$ cat src/rtl/uart_rx_fifo_if.sv
// Bundle between the UART receiver / processor side and the RX FIFO.
// Master drives bytes and pops; slave is the FIFO.
interface uart_rx_fifo_if #(
   parameter int ADDR_W = 4
) ();
   logic [7:0]      data_in;
   logic            parity_status;
   logic            data_ready;
   logic            ack_rx;
   logic            rd_en;
   logic [7:0]      rd_data;
   logic            rd_parity_err;
   logic            empty;
   logic            full;
   logic [ADDR_W:0] count;
   logic            overrun;
   logic            clear_overrun;

   modport master (
      output data_in, parity_status, data_ready,
      output rd_en, clear_overrun,
      input  ack_rx, rd_data, rd_parity_err,
      input  empty, full, count, overrun
   );

   modport slave (
      input  data_in, parity_status, data_ready,
      input  rd_en, clear_overrun,
      output ack_rx, rd_data, rd_parity_err,
      output empty, full, count, overrun
   );
endinterface

$ cat src/rtl/uart_rx_fifo.sv
// Receive FIFO behind a UART receiver: edge-captures data_ready,
// acks the receiver, buffers {parity, byte} with first-word-fall-through.
module uart_rx_fifo #(
   parameter int DEPTH  = 16,
   parameter int ADDR_W = 4
) (
   input logic          clk,
   input logic          reset,
   uart_rx_fifo_if.slave bus
);
   localparam logic [ADDR_W:0] CNT_FULL = (ADDR_W+1)'(DEPTH);

   logic [8:0]        mem [DEPTH];
   logic [ADDR_W-1:0] wr_ptr;
   logic [ADDR_W-1:0] rd_ptr;
   logic [ADDR_W:0]   cnt;
   logic              data_ready_q;
   logic              ack_q;
   logic              ovr_q;

   logic       capture;
   logic       is_empty;
   logic       is_full;
   logic       pop;
   logic       wr_ok;
   logic       drop;
   logic [8:0] head;

   always_comb begin
      is_empty = (cnt == '0);
      is_full  = (cnt == CNT_FULL);
      capture  = bus.data_ready & ~data_ready_q;
      pop      = bus.rd_en & ~is_empty;
      // a pop on the same edge frees the slot a full FIFO needs
      wr_ok    = capture & (~is_full | pop);
      drop     = capture & is_full & ~pop;
      head     = mem[rd_ptr];
   end

   always_ff @(posedge clk) begin
      if (wr_ok && !reset) begin
         mem[wr_ptr] <= {bus.parity_status, bus.data_in};
      end
   end

   always_ff @(posedge clk) begin
      if (reset) begin
         wr_ptr       <= '0;
         rd_ptr       <= '0;
         cnt          <= '0;
         data_ready_q <= 1'b0;
         ack_q        <= 1'b0;
         ovr_q        <= 1'b0;
      end else begin
         data_ready_q <= bus.data_ready;
         ack_q        <= capture;
         if (wr_ok) begin
            wr_ptr <= wr_ptr + ADDR_W'(1);
         end
         if (pop) begin
            rd_ptr <= rd_ptr + ADDR_W'(1);
         end
         case ({wr_ok, pop})
            2'b10:   cnt <= cnt + (ADDR_W+1)'(1);
            2'b01:   cnt <= cnt - (ADDR_W+1)'(1);
            default: cnt <= cnt;
         endcase
         if (drop) begin
            ovr_q <= 1'b1;
         end else if (bus.clear_overrun) begin
            ovr_q <= 1'b0;
         end
      end
   end

   assign bus.ack_rx        = ack_q;
   assign bus.rd_data       = is_empty ? 8'h00 : head[7:0];
   assign bus.rd_parity_err = ~is_empty & ~head[8];
   assign bus.empty         = is_empty;
   assign bus.full          = is_full;
   assign bus.count         = cnt;
   assign bus.overrun       = ovr_q;
endmodule

$ cat src/flat_wrapper.sv
// flat-port wrapper written by rule: the top's interface ports become plain ports
module uart_rx_fifo_flat 
#(
   parameter int DEPTH  = 16,
   parameter int ADDR_W = 4
)
  (clk, reset, bus_data_in, bus_parity_status, bus_data_ready, bus_rd_en, bus_clear_overrun, bus_ack_rx, bus_rd_data, bus_rd_parity_err, bus_empty, bus_full, bus_count, bus_overrun);
  uart_rx_fifo_if #(.ADDR_W(ADDR_W)) bus_i ();
  input logic clk;
  input logic reset;
  input wire logic [$bits(bus_i.data_in)-1:0] bus_data_in;
  input wire logic [$bits(bus_i.parity_status)-1:0] bus_parity_status;
  input wire logic [$bits(bus_i.data_ready)-1:0] bus_data_ready;
  input wire logic [$bits(bus_i.rd_en)-1:0] bus_rd_en;
  input wire logic [$bits(bus_i.clear_overrun)-1:0] bus_clear_overrun;
  output wire logic [$bits(bus_i.ack_rx)-1:0] bus_ack_rx;
  output wire logic [$bits(bus_i.rd_data)-1:0] bus_rd_data;
  output wire logic [$bits(bus_i.rd_parity_err)-1:0] bus_rd_parity_err;
  output wire logic [$bits(bus_i.empty)-1:0] bus_empty;
  output wire logic [$bits(bus_i.full)-1:0] bus_full;
  output wire logic [$bits(bus_i.count)-1:0] bus_count;
  output wire logic [$bits(bus_i.overrun)-1:0] bus_overrun;
  assign bus_i.data_in = bus_data_in;
  assign bus_i.parity_status = bus_parity_status;
  assign bus_i.data_ready = bus_data_ready;
  assign bus_i.rd_en = bus_rd_en;
  assign bus_i.clear_overrun = bus_clear_overrun;
  assign bus_ack_rx = bus_i.ack_rx;
  assign bus_rd_data = bus_i.rd_data;
  assign bus_rd_parity_err = bus_i.rd_parity_err;
  assign bus_empty = bus_i.empty;
  assign bus_full = bus_i.full;
  assign bus_count = bus_i.count;
  assign bus_overrun = bus_i.overrun;
  uart_rx_fifo #(.DEPTH(DEPTH), .ADDR_W(ADDR_W)) u_core (.clk(clk), .reset(reset), .bus(bus_i));
endmodule
$ cat config.mk
export PLATFORM = sky130hd
export DESIGN_NAME = uart_rx_fifo_flat
export DESIGN_NICKNAME = d
export VERILOG_FILES = /design/src/rtl/uart_rx_fifo_if.sv /design/src/rtl/uart_rx_fifo.sv /design/src/flat_wrapper.sv
export SDC_FILE = /design/constraint.sdc
export NUM_CORES = 1
export LEC_CHECK = 0
export CAP_MARGIN = 20
export CORE_MARGIN = 2
export CORE_UTILIZATION = 46
export CTS_CLUSTER_DIAMETER = 100
export CTS_CLUSTER_SIZE = 16
export DETAILED_ROUTE_END_ITERATION = 7
export MAX_ROUTING_LAYER = met4
export PLACE_DENSITY = 0.74
export REMOVE_ABC_BUFFERS = 1
export SYNTH_ARGS = -nofsm -noshare
export SYNTH_HDL_FRONTEND = slang
export SYNTH_SLANG_ARGS = --single-unit
$ cat constraint.sdc
create_clock -name clk -period 2.9 [get_ports clk]
set_clock_uncertainty 0.15 [all_clocks]
set_input_delay 0.87 -clock clk [delete_from_list [all_inputs] [get_ports clk]]
set_output_delay 0.87 -clock clk [all_outputs]
set_load 0.005 [all_outputs]
==> results.cfg <==
[status]
run_status = finished, violations left
violations = setup timing

[critical_path]
cp_num_buf_inv = 2
cp_common_cell = mux4_2
cp-end-kind = output port
path_cells = buf_6 -> mux4_2 -> mux4_2 -> nor2_2 -> buf_2
path_class = reg -> out
slowest_delay_ns = 0.49
worstPathArrival_ns = 2.16
critPathSlowestCell = mux4_2
r2r_start = u_core.bus.count[2]$_SDFFE_PP0P_
cp.required_ns = 1.88
crit_path_start_kind = register
cpLargestDelayFamily = multiplexers
crit_fanout = 4

[global_routing]
antenna_found_initial = 0
grt-ovfl-total = 0
first_global_vias = 3756
grt_pass1_wl_um = 21400
grt_max_degree = 22
grt_use_total_pct = 20.8

[die]
io_pins = 32
start_util_pct = 47.2
chipWidth_um = 124
die_h_um = 124
row_count = 43
core_um2 = 13900
design.die.area_um2 = 15300

[drt]
ant_nets = 0
first_iter_violations = 345
num_vias = 3588
detail_route.wl_per_cell_um = 21.7
viasPerCell = 5.54
drc_errors = 0
drt_wl_total_um = 14100
dr.pass1.iters = 4

[placed_design]
place_congestion = 0.797
dp_slack_ns = -0.357
numPortBuffers = 31
dpl.hpwl_um = 9170
dpl-instance-area_um2 = 7530

[synth]
synth_area_um2 = 6580
yosys.cell_count.top_type = edfxtp_1
synth.distinct_cells = 42
synth_commonest_cells = edfxtp_1 (144), mux4_2 (37), nor2_1 (26), dfxtp_1 (20), mux2i_1 (20)
synth-edff-count = 144
synth_top_cell_area_share_pct = 65.7
synthFlopType = edfxtp_1
postSynth.asyncResetShare_pct = 0
synthCells = 348
yosys_warnings = 0
synth_area_leader_cell = edfxtp_1
ys_seq_area_share_pct = 71.8
avgSynthCellArea_um2 = 18.9
synth-seq-cells = 164
ys_top_cells_by_area = edfxtp_1 (66%), mux4_2 (13%), dfxtp_1 (6.1%), mux2i_1 (3.0%), ha_1 (1.5%)

[finish]
antenna_cells = 0
fin_area_um2 = 8360
post_route_cells_drive_above_1_share_pct = 36.3
fillCellCount = 981
nets = 479
area_growth_pct = 27.1
final_util_pct = 60.0

[sta]
fmax_mhz = 315
fin_ws_ns = -0.277
hold_viol = 0
fin_hold_ws_ns = 0.340
finalSetupViolCount = 9
min_period_ns = 3.18
relSlewSlack_pct = 59.8
slew_viol_final = 0
tightest_slew_ns = 0.601
rsz0062_at_grt = yes
finalCritPeriodShare_pct = 110

[power]
max-vdd-ir-drop_uv = 536
switchingPower_mw = 1.97
powerDensity_nw_per_um2 = 878
p_int_mw = 5.37
combPwrFrac_pct = 33.3
power_leakage_nw = 2.87
pwr-share-clk_pct = 29.8
power_mw = 7.34
p_sw_share_pct = 26.8
pwr-share-seq_pct = 36.9

[clock_tree]
cts_buffers = 17
worst_skew_pair.late_latency_ns = 0.43
tritoncts = built
clock-root-buffer = clkbuf_16
h-tree-depth = 4
clkTransAtPathRegs_ns = 0.06
clock_sinks = 164
postCtsHoldBufs = 0
clockBufferDepth = 2

[run]
maxCapViolations = 0

[hold_path]
min_from = u_core.bus.overrun$_SDFFE_PP0P_
hold_class = reg -> reg
## tightest hold or removal path: cells and delay by family, from the launching register on
family | cells | cell delay [ns]
AO/OA/AOI/OAI | 1 | 0.06
flip-flops | 1 | 0.33
AND/OR/NAND/NOR | 1 | 0.07
## area by class of cell
class                           instances  area [µm²]  share of cell area, %
Clock buffer                           18         429                   5.13
Multi-Input combinational cell        162        1840                   22.0
Timing Repair Buffer                  106         982                   11.7
Inverter                                5        18.8                  0.224
Clock inverter                         13         141                   1.69
Sequential cell                       164        4730                   56.5
Tap cell                              180         225                   2.69
## layout by cell type, fill, tap and decap left out, types with 3 or more instances in the layout
cell,netlist,routed
edfxtp_1,144,144
buf_4,0,57
mux4_2,37,37
nor2_1,26,24
clkdlybuf4s50_1,0,20
dfxtp_1,20,18
clkbuf_16,0,17
mux2i_1,20,13
ha_1,8,8
buf_2,6,8
buf_6,0,8
nand2_1,7,7
buf_12,0,7
nand2b_1,6,6
o22ai_1,8,6
inv_1,5,5
mux2i_2,0,5
clkinv_2,0,5
nor2b_1,4,4
a211oi_1,4,4
nor3_1,4,4
xnor2_1,4,4
mux2i_4,1,3
a21oi_1,3,3
nand3_1,3,3
bufinv_16,0,3
clkinv_1,0,3
## worst paths after layout
kind                                      end  slack (ns)  cells past startpoint
max                         bus_rd_parity_err       -0.28                      5
min           u_core.bus.overrun$_SDFFE_PP0P_        0.34                      2
max reg2reg  u_core.bus.count[4]$_SDFFE_PP0P_        0.27                      9
min reg2reg   u_core.bus.overrun$_SDFFE_PP0P_        0.34                      2
## state kept, by name, indices dropped and copies added (netlist names), named ones only
| register | cells |
|---|---|
| u_core.mem | 144 |
| u_core.rd_ptr | 4 |
| u_core.data_ready_q | 1 |
| u_core.wr_ptr | 4 |
| u_core.bus.ack_rx | 1 |
| u_core.bus.count | 5 |
| u_core.bus.overrun | 1 |
## power by group through the flow
stage               Clock [mW]  Sequential (mW)  Combinational [mW]
floorplan                    0             2.89                1.01
global placement             0             2.75                2.06
detailed placement           0             2.76                2.11
CTS                       2.21             2.71                2.46
global route              2.32             2.72                2.62
finish                    2.19             2.71                2.44
## metal layers
| metal | vias up | track usage [%] | part of all wire (%) |
|---|---|---|---|
| met2 | 142 | 34.4 | 52 |
| met5 | - | - | 0 |
| met3 | 19 | 4.49 | 7.6 |
| met4 | 0 | 8.17 | 1.6 |
| met1 | 1810 | 25.0 | 39 |
| li1 | 1617 | - | - |
## timing repair
item                                    CTS  global route
endpoints found under the hold margin     0             0
gates resized for setup                  63            13
pin swaps                                 8             7
buffers inserted                         14             2
endpoints found under the setup margin   10            11
gates cloned                              3             0
## kinds of logic after synthesis
family          share of synthesized area [%]
flops                                    71.8
simple gates                             4.64
mux                                      16.5
compound gates                           3.04
buf+inv                                  1.37
fa+ha+maj                                1.83
xor+xnor                                0.799
## metrics by stage
| step | TNS [ns] | instances |
|---|---|---|
| after floorplan | -5.79 | 331 |
| after global placement | -7.67 | 604 |
| after detailed placement | -15.33 | 604 |
| after CTS | -2.11 | 650 |
| after global routing | -2.45 | 648 |
| final | -1.86 | 648 |
(Power assumes the default switching activity.)
